`src/rtl/ram_ctrl_pkg.sv`:
```
// Shared types for the single-port RAM controller: sequencer state and
// address-width helper.
package ram_ctrl_pkg;

  typedef enum logic [1:0] {
    IDLE = 2'd0,
    FILL = 2'd1,
    DONE = 2'd2
  } ctrl_state_e;

  // A one-entry RAM still needs a one-bit address port.
  function automatic int addr_bits(input int depth);
    return (depth > 1) ? $clog2(depth) : 1;
  endfunction

endpackage

```
`src/rtl/rr_arbiter.sv`:
```
// Round-robin arbiter: grants the first valid index at or after the pointer,
// and moves the pointer past the winner whenever a grant is issued.
module rr_arbiter #(
  parameter  int NUM_REQ   = 2,
  localparam int IDX_WIDTH = (NUM_REQ > 1) ? $clog2(NUM_REQ) : 1
) (
  input  logic                 clock,
  input  logic                 reset,
  input  logic                 enable,
  input  logic [NUM_REQ-1:0]   valid,
  output logic [NUM_REQ-1:0]   grant,
  output logic                 grant_any,
  output logic [IDX_WIDTH-1:0] grant_idx
);

  logic [IDX_WIDTH-1:0] ptr_r;
  logic [IDX_WIDTH-1:0] cand_s;
  logic [IDX_WIDTH-1:0] idx_s;
  logic [NUM_REQ-1:0]   grant_s;
  logic                 found_s;

  // Priority search starting at the pointer, wrapping modulo NUM_REQ.
  always_comb begin
    grant_s = '0;
    found_s = 1'b0;
    idx_s   = '0;
    cand_s  = '0;
    for (int k = 0; k < NUM_REQ; k++) begin
      cand_s = IDX_WIDTH'((int'(ptr_r) + k) % NUM_REQ);
      if (enable && !found_s && valid[cand_s]) begin
        grant_s[cand_s] = 1'b1;
        found_s         = 1'b1;
        idx_s           = cand_s;
      end else begin
        found_s = found_s;
      end
    end
  end

  // Grant implies valid, so every grant is an accept.
  always_ff @(posedge clock) begin
    if (reset) begin
      ptr_r <= '0;
    end else if (found_s) begin
      ptr_r <= IDX_WIDTH'((int'(idx_s) + 32'sd1) % NUM_REQ);
    end else begin
      ptr_r <= ptr_r;
    end
  end

  assign grant     = grant_s;
  assign grant_any = found_s;
  assign grant_idx = idx_s;

endmodule

```
`src/rtl/ram_sp_rr_ctrl.sv`:
```
// Shares one single-port bit-masked RAM between NUM_REQ requesters with
// round-robin arbitration, plus a whole-array fill sequencer.
module ram_sp_rr_ctrl
  import ram_ctrl_pkg::*;
#(
  parameter  int DATA_WIDTH = 32,
  parameter  int DEPTH      = 16,
  parameter  int NUM_REQ    = 2,
  localparam int ADDR_WIDTH = addr_bits(DEPTH)
) (
  input  logic                          clock,
  input  logic                          reset,
  input  logic [NUM_REQ-1:0]            req_valid,
  output logic [NUM_REQ-1:0]            req_ready,
  input  logic [NUM_REQ-1:0]            req_wen,
  input  logic [NUM_REQ*DATA_WIDTH-1:0] req_bwen,
  input  logic [NUM_REQ*ADDR_WIDTH-1:0] req_addr,
  input  logic [NUM_REQ*DATA_WIDTH-1:0] req_wdata,
  output logic [NUM_REQ-1:0]            rsp_valid,
  output logic [DATA_WIDTH-1:0]         rsp_rdata,
  input  logic                          fill_start,
  input  logic [DATA_WIDTH-1:0]         fill_data,
  output logic                          fill_busy,
  output logic                          fill_done,
  output logic                          ram_cen,
  output logic                          ram_wen,
  output logic [DATA_WIDTH-1:0]         ram_bwen,
  output logic [DATA_WIDTH-1:0]         ram_din,
  output logic [ADDR_WIDTH-1:0]         ram_addr,
  input  logic [DATA_WIDTH-1:0]         ram_dout
);

  localparam int IDX_WIDTH = (NUM_REQ > 1) ? $clog2(NUM_REQ) : 1;

  ctrl_state_e           state_r, state_s;
  logic [ADDR_WIDTH-1:0] cnt_r, cnt_s;
  logic [DATA_WIDTH-1:0] pattern_r, pattern_s;
  logic [NUM_REQ-1:0]    rsp_valid_r;
  logic                  busy_r, done_r;
  logic                  arb_en_s;
  logic [NUM_REQ-1:0]    grant_s;
  logic                  grant_any_s;
  logic [IDX_WIDTH-1:0]  grant_idx_s;

  assign arb_en_s = (state_r != FILL);

  rr_arbiter #(.NUM_REQ(NUM_REQ)) u_arb (
    .clock     (clock),
    .reset     (reset),
    .enable    (arb_en_s),
    .valid     (req_valid),
    .grant     (grant_s),
    .grant_any (grant_any_s),
    .grant_idx (grant_idx_s)
  );

  // Fill sequencer next state, counter and pattern capture.
  always_comb begin
    state_s   = state_r;
    cnt_s     = cnt_r;
    pattern_s = pattern_r;
    case (state_r)
      IDLE: begin
        if (fill_start) begin
          state_s   = FILL;
          cnt_s     = '0;
          pattern_s = fill_data;
        end else begin
          state_s = IDLE;
        end
      end
      FILL: begin
        cnt_s = cnt_r + 1'b1;
        if (cnt_r == ADDR_WIDTH'(DEPTH - 1)) begin
          state_s = DONE;
        end else begin
          state_s = FILL;
        end
      end
      DONE:    state_s = IDLE;
      default: state_s = IDLE;
    endcase
  end

  // State, fill status flags and read-response strobes.
  always_ff @(posedge clock) begin
    if (reset) begin
      state_r     <= IDLE;
      cnt_r       <= '0;
      pattern_r   <= '0;
      rsp_valid_r <= '0;
      busy_r      <= 1'b0;
      done_r      <= 1'b0;
    end else begin
      state_r     <= state_s;
      cnt_r       <= cnt_s;
      pattern_r   <= pattern_s;
      rsp_valid_r <= grant_s & ~req_wen;
      busy_r      <= (state_s == FILL);
      done_r      <= (state_s == DONE);
    end
  end

  // RAM port mux: fill owns the port while active, otherwise the granted requester.
  always_comb begin
    ram_cen  = 1'b0;
    ram_wen  = 1'b0;
    ram_bwen = '0;
    ram_din  = '0;
    ram_addr = '0;
    if (state_r == FILL) begin
      ram_cen  = 1'b1;
      ram_wen  = 1'b1;
      ram_bwen = '1;
      ram_din  = pattern_r;
      ram_addr = cnt_r;
    end else if (grant_any_s) begin
      ram_cen  = 1'b1;
      ram_wen  = req_wen[grant_idx_s];
      ram_bwen = req_bwen[grant_idx_s*DATA_WIDTH +: DATA_WIDTH];
      ram_din  = req_wdata[grant_idx_s*DATA_WIDTH +: DATA_WIDTH];
      ram_addr = req_addr[grant_idx_s*ADDR_WIDTH +: ADDR_WIDTH];
    end else begin
      ram_cen = 1'b0;
    end
  end

  assign req_ready = grant_s;
  assign rsp_valid = rsp_valid_r;
  assign rsp_rdata = ram_dout;
  assign fill_busy = busy_r;
  assign fill_done = done_r;

endmodule

```
`config.mk`:
```
export PLATFORM = sky130hd
export DESIGN_NAME = ram_sp_rr_ctrl
export DESIGN_NICKNAME = d
export VERILOG_FILES = /design/src/rtl/ram_ctrl_pkg.sv /design/src/rtl/rr_arbiter.sv /design/src/rtl/ram_sp_rr_ctrl.sv
export SDC_FILE = /design/constraint.sdc
export NUM_CORES = 1
export LEC_CHECK = 0
export ABC_AREA = 1
export BUFFER_PORTS_ARGS = -buffer_cell sky130_fd_sc_hd__buf_2
export CORE_AREA = 2 2 121 123
export CTS_BUF_LIST = sky130_fd_sc_hd__clkbuf_16
export DETAILED_ROUTE_END_ITERATION = 16
export DIE_AREA = 0 0 123 125
export GPL_ROUTABILITY_DRIVEN = 0
export PLACE_DENSITY_LB_ADDON = 0.2
export RECOVER_POWER = 50
export SKIP_CTS_REPAIR_TIMING = 1
export SKIP_LAST_GASP = 1
export SYNTH_ARGS = -nofsm -noshare
export SYNTH_HDL_FRONTEND = slang
export SYNTH_SLANG_ARGS = --single-unit
```
`constraint.sdc`:
```
create_clock -name clock -period 2.2 [get_ports clock]
set_input_delay 0.44 -clock clock [delete_from_list [all_inputs] [get_ports clock]]
set_output_delay 0.44 -clock clock [all_outputs]
set_load 0.005 [all_outputs]
```
Yosys cells after proc, flatten, opt, wreduce, memory -nomap -nowiden

Cells that the tools add are included.

$add $sub $neg: 3
Magnitude comparators: 5
Equal/unequal tests: 6
Shifts and indexed selects: 3
Mux-type cells: 31
Bitwise logic cells: 3
Reduce and logical (&&, ||, !) cells: 10

Operators with widths:

| operator                                            | number |
|---|---|
| two-way mux 32 bit                                  | 4 |
| indexed part select 64 x 7 -> 32 bit                | 2 |
| two-way mux 1 bit                                   | 17 |
| two-way mux 4 bit                                   | 3 |
| one-hot mux 4 bit (2 select lines)                  | 1 |
| indexed part select 8 x 4 -> 4 bit                  | 1 |
| < comparator 1 x 2 -> 1 bit (second input constant) | 3 |
| two-way mux 2 bit                                   | 3 |
| logical AND 1 bit                                   | 5 |
| adder 4 x 1 -> 4 bit (second input constant)        | 1 |
| == test 2 x 1 -> 1 bit (second input constant)      | 2 |
| == test 4 bit (second input constant)               | 1 |
| one-hot mux 2 bit (2 select lines)                  | 1 |
| AND reduction 2 bit                                 | 2 |
| adder 1 bit (second input constant)                 | 2 |
| AND 2 bit                                           | 1 |
| demux 1 bit (select 1 bit)                          | 2 |
| == test 2 bit (second input constant)               | 1 |
| >= comparator 1 bit (second input constant)         | 2 |
| zero test 2 bit                                     | 1 |
| != test 2 x 1 -> 1 bit (second input constant)      | 1 |
| != test 2 bit (second input constant)               | 1 |
| inverter 2 bit                                      | 1 |
| bitwise OR 2 bit                                    | 1 |
| other kinds (2)                                     | 2 |

Bits in registers: 43
Bits of input ports: 207
Output and inout bits: 108
Word-level logic and storage cells: 68

Longest topological paths before layout

Word-level depth: 12
Gate-level depth with buffers: 8
Depth with buffers taken out: 6

Modules after synthesis

From an unflattened synthesis, not the netlist that was laid out.

Cells, all modules: 575
Area, all modules: 3275.6 µm²

By module, submodules not included:

| module         | instances | cells each | area an instance (µm²) | seq. area each (µm²) |
|---|---|---|---|---|
| ram_sp_rr_ctrl | 1         | 562        | 3198.1                 | 840.8 |
| rr_arbiter     | 1         | 13         | 77.6                   | 20.0 |

Worst setup path before layout

Ideal clock, no wire load.

Path type: in2out
From: input req_valid[1]
To: output ram_din[25]
Arrival: 1.243 ns
Data required time: 1.760 ns
Slack: 0.517 ns
Stages: 7
Path buffers: 3
Cell sequence: buf_2 -> nor2_2 -> nor2_4 -> buf_6 -> buf_6 -> nand2_1 -> o21ai_1

Longest elaborated chain between the ends: 11
Elaborated cells between the ends (all ways): 15
Those cells by class: 1 x shift; 10 x mux; 4 x reduce/logical

Ends and longest elaborated chain:

| element                                              | line                  | RTL |
|---|---|---|
| start: declaration                                   | ram_sp_rr_ctrl.sv:13  | `input logic [NUM_REQ-1:0] req_valid,` |
| two-way mux 1 bit (not written as such) (2 in a row) | rr_arbiter.sv:30      | `if (enable && !found_s && valid[cand_s]) begin` |
| logical AND 1 bit                                    | rr_arbiter.sv:30      |  |
| two-way mux 1 bit                                    | rr_arbiter.sv:30      |  |
| zero test 1 bit                                      | rr_arbiter.sv:30      |  |
| logical AND 1 bit (2 in a row)                       | rr_arbiter.sv:30      |  |
| two-way mux 1 bit                                    | rr_arbiter.sv:30      |  |
| indexed part select 64 x 7 -> 32 bit                 | ram_sp_rr_ctrl.sv:121 | `ram_din = req_wdata[grant_idx_s*DATA_WIDTH +: DATA_WIDTH];` |
| two-way mux 32 bit *                                 | ram_sp_rr_ctrl.sv:117 | `end else if (grant_any_s) begin` |
| two-way mux 32 bit *                                 | ram_sp_rr_ctrl.sv:111 | `if (state_r == FILL) begin` |
| end: declaration                                     | ram_sp_rr_ctrl.sv:28  | `output logic [DATA_WIDTH-1:0] ram_din,` |

Mark *: on every way between the ends. The rest lies on a longest branch, timed or not. The select of a mux whose other input is x is not followed.

Worst setup path in the final report

From: register state_r[1]
To: output ram_din[16]

Longest elaborated chain between the ends: 10
Elaborated cells between the ends (all ways): 13
Those cells by class: 2 x eq/ne; 1 x shift; 6 x mux; 4 x reduce/logical

Ends and longest elaborated chain:

| element                              | line                  | RTL |
|---|---|---|
| start: declaration                   | ram_sp_rr_ctrl.sv:35  | `ctrl_state_e state_r, state_s;` |
| start signal: assignment             | ram_sp_rr_ctrl.sv:95  | `state_r <= state_s;` |
| != test 2 x 1 -> 1 bit               | ram_sp_rr_ctrl.sv:45  | `assign arb_en_s = (state_r != FILL);` |
| logical AND 1 bit                    | rr_arbiter.sv:30      |  |
| two-way mux 1 bit                    | rr_arbiter.sv:30      |  |
| zero test 1 bit                      | rr_arbiter.sv:30      |  |
| logical AND 1 bit (2 in a row)       | rr_arbiter.sv:30      |  |
| two-way mux 1 bit                    | rr_arbiter.sv:30      |  |
| indexed part select 64 x 7 -> 32 bit | ram_sp_rr_ctrl.sv:121 |  |
| two-way mux 32 bit                   | ram_sp_rr_ctrl.sv:117 |  |
| two-way mux 32 bit *                 | ram_sp_rr_ctrl.sv:111 |  |

Mark *: on every way between the ends. The rest lies on a longest branch, timed or not.

==> results.sh <==
export IMPL_detail_route_iter0_violations=140
export IMPL_rsz_0062_raised_after_global_routing="false"
export IMPL_met2_usage=0.293
export IMPL_maxCapViolations=0
export IMPL_dominant_cell_type_by_area_after_synthesis="sky130_fd_sc_hd__dfxtp_1"
export IMPL_met3_usage=0.0297
export IMPL_final_net_count=1062
export IMPL_antenna_violations_before_repair=1
export IMPL_layout_commonest_cell="sky130_fd_sc_hd__buf_2"
export IMPL_fin_area_mm2=0.00499
export IMPL_ys_warn_count=0
export IMPL_timing_slew_headroom=0.589
export IMPL_first_pass_grt_wire_length_um=20700
export IMPL_synthesis_instances=654
export IMPL_routedWlPerCell_um=12.7
export IMPL_die_width_um=123
export IMPL_finalSetupTns_ns=0
export IMPL_irDropWorstVdd_uv=268
export IMPL_finalWirelength_um=13200
export IMPL_synth_seq_cells=43
export IMPL_cellLeakagePower_nw=3.00
export IMPL_row_count=44
export IMPL_hold_class="input port to flop"
export IMPL_cp_data_required_time_ns=1.76
export IMPL_clock_fmax_mhz=502
export IMPL_post_route_drc_count=0
export IMPL_dp_hpwl_um=9650
export IMPL_io_pins=315
export IMPL_post_synth_main_area_contributors="sky130_fd_sc_hd__dfxtp_1, sky130_fd_sc_hd__nand2_1, sky130_fd_sc_hd__nor2_1"
export IMPL_final_period_minus_worst_setup_slack_ns=1.99
export IMPL_crit_path_start_kind="flop"
export IMPL_detailroute_via_count=4516
export IMPL_timing_final_crit_share=0.905
export IMPL_synthSimpleGateAreaFrac=0.439
export IMPL_post_synth_mux_area_share=0
export IMPL_drt_pass1_iter_count=4
export IMPL_synth_area_in_compound_gates=0.105
export IMPL_synthAdderAreaFrac=0.00345
export IMPL_synth_sequential_area_ratio=0.237
export IMPL_drtAntennaViolNets=0
export IMPL_clk_pin_slew_ns=0.06
export IMPL_layout_common_cells="sky130_fd_sc_hd__buf_2, sky130_fd_sc_hd__nand2_1, sky130_fd_sc_hd__nor2_1"
export IMPL_synth_top_family_by_area="simple AND/OR/NAND/NOR gates"
export IMPL_crit_type="flop to primary output"
export IMPL_synth_xor_area_share=0
export IMPL_grt_use_met1=0.202
export IMPL_tritoncts_num_buffers=5
export IMPL_synthesis_area_mm2=0.00363
export IMPL_synthDominantCellAreaShare=0.237
export IMPL_tritoncts_num_sinks=43
export IMPL_cp_max_fo=18
export IMPL_grt_max_degree=51
export IMPL_syn2layout_area_growth_pct=37.7
export IMPL_final_antenna_diode_count=0
export IMPL_syn_area_per_cell_um2=5.54
export IMPL_post_route_cells_drive_above_1_share=0.329
export IMPL_syn_nets=862
export IMPL_die_span_in_y_um=125
export IMPL_synth_cell_types=23
export IMPL_final_hold_worst_slack_ns=0.331
export IMPL_buffer_ports_inserted=250
export IMPL_hold_viol_final=0
export IMPL_worst_margin_pin_slew_ns=0.616
export IMPL_cts_root_buffer="sky130_fd_sc_hd__clkbuf_16"
export IMPL_grt_pass1_vias=4169
export IMPL_total_track_usage=0.167
export IMPL_drt_vias_per_instance=4.35
export IMPL_tritoncts="done"
export IMPL_clock_latency_ns=0.29
export IMPL_power_per_cell_area_mw_per_mm2=506
export IMPL_run_status="completed"
export IMPL_max_clock_path_buffers=2
export IMPL_timing_final_ws_setup_ns=0.208
export IMPL_gr_max_usage_layer="met2"
export IMPL_htreeDepth=2
export IMPL_postPlaceCellArea_mm2=0.00486
export IMPL_critPathArrivalTime_ns=1.55
export IMPL_core_area_mm2=0.0142
export IMPL_final_max_slew_viol_count=0
export IMPL_finalSetupViolCount=0
export IMPL_initial_core_util=0.255
export IMPL_critPathCaptureType="primary output"
export IMPL_design_die_area_mm2=0.0154
export IMPL_congestion_overflow_gr=0
export IMPL_clock_skew_final_ns=0.00409
export IMPL_pre_cts_slack_ns=0.364
synthesized netlist by cell type:
master / n
sky130_fd_sc_hd__nand4_1: 13
sky130_fd_sc_hd__nor2_4: 2
sky130_fd_sc_hd__nor2_1: 101
sky130_fd_sc_hd__nand2_2: 3
sky130_fd_sc_hd__buf_4: 32
sky130_fd_sc_hd__nand3b_1: 22
sky130_fd_sc_hd__dfxtp_1: 43
sky130_fd_sc_hd__a21oi_1: 6
sky130_fd_sc_hd__nor3_1: 2
sky130_fd_sc_hd__nor2_2: 1
sky130_fd_sc_hd__o21ai_0: 43
sky130_fd_sc_hd__nand3_1: 40
sky130_fd_sc_hd__inv_2: 3
sky130_fd_sc_hd__buf_2: 22
sky130_fd_sc_hd__buf_6: 2
sky130_fd_sc_hd__nand3_2: 1
sky130_fd_sc_hd__o21ai_1: 27
sky130_fd_sc_hd__buf_1: 2
sky130_fd_sc_hd__inv_1: 87
sky130_fd_sc_hd__clkbuf_1: 17
sky130_fd_sc_hd__nand2_1: 183
sky130_fd_sc_hd__ha_1: 1
sky130_fd_sc_hd__nor3_2: 1
power breakdown:
group | internal (W) | total [W] | switching [W] | leakage, nW
combinational | 0.000428 | 0.000931 | 0.000502 | 2.57
sequential | 0.000837 | 0.000866 | 0.0000282 | 0.355
clock | 0.000415 | 0.000732 | 0.000317 | 0.0710
layout make-up:
| type | instances | area [um2] |
|---|---|---|
| repair buffers | 268 | 1450 |
| clock buffers | 5 | 125 |
| multi-input cells | 446 | 1980 |
| fillers | 1689 | 9210 |
| flip-flops and latches | 43 | 861 |
| clock inverters | 3 | 16.3 |
| well taps | 184 | 230 |
| inverters | 90 | 338 |
metrics by stage:
step / total power, W / util / instances
finish: 0.00253 / 0.351 / 1039
global route: 0.00272 / 0.351 / 1039
CTS: 0.00258 / 0.352 / 1039
detailed placement: 0.00183 / 0.342 / 1031
global placement: 0.00183 / 0.342 / 1031
floorplan: 0.00142 / - / 654
worst paths after layout:
kind | startpoint | endpoint | slack, ns | cells after the start
worst min register to register | u_arb.ptr_r | u_arb.ptr_r | 0.50 | 2
worst max-delay path | state_r[1] | ram_din[16] | 0.21 | 8
worst max register to register | state_r[1] | pattern_r[24] | 0.58 | 6
worst min-delay path | req_wen[0] | rsp_valid[0] | 0.33 | 2
cells by family (layout without fill, tap and decap cells):
kind of cell / Yosys count / after routing
AOI/OAI and AO/OA: 76 / 76
adders and majority gates: 1 / 1
buffers and inverters: 165 / 366
DFF: 43 / 43
and+or+nand+nor: 369 / 369
routing by layer:
metal,vias to the layer above,share of wire
met5,-,0
met4,0,0.027
met3,33,0.055
met2,134,0.48
met1,1974,0.44
li1,2375,-
flip-flops by register name, summed over array words and instances, names as in the netlist:
signal,count
pattern_r,32
u_arb.ptr_r,1
fill_busy,1
rsp_valid,2
cnt_r,4
fill_done,1
state_r,2
critical path: stages, from the launching register on:
cell                      delay, ns
sky130_fd_sc_hd__dfxtp_1       0.30
sky130_fd_sc_hd__inv_1         0.06
sky130_fd_sc_hd__nand2_2       0.15
sky130_fd_sc_hd__inv_2         0.09
sky130_fd_sc_hd__nor2_4        0.14
sky130_fd_sc_hd__buf_12        0.17
sky130_fd_sc_hd__nand2_1       0.06
sky130_fd_sc_hd__o21ai_0       0.15
sky130_fd_sc_hd__buf_2         0.14
(Power assumes the default switching activity.)
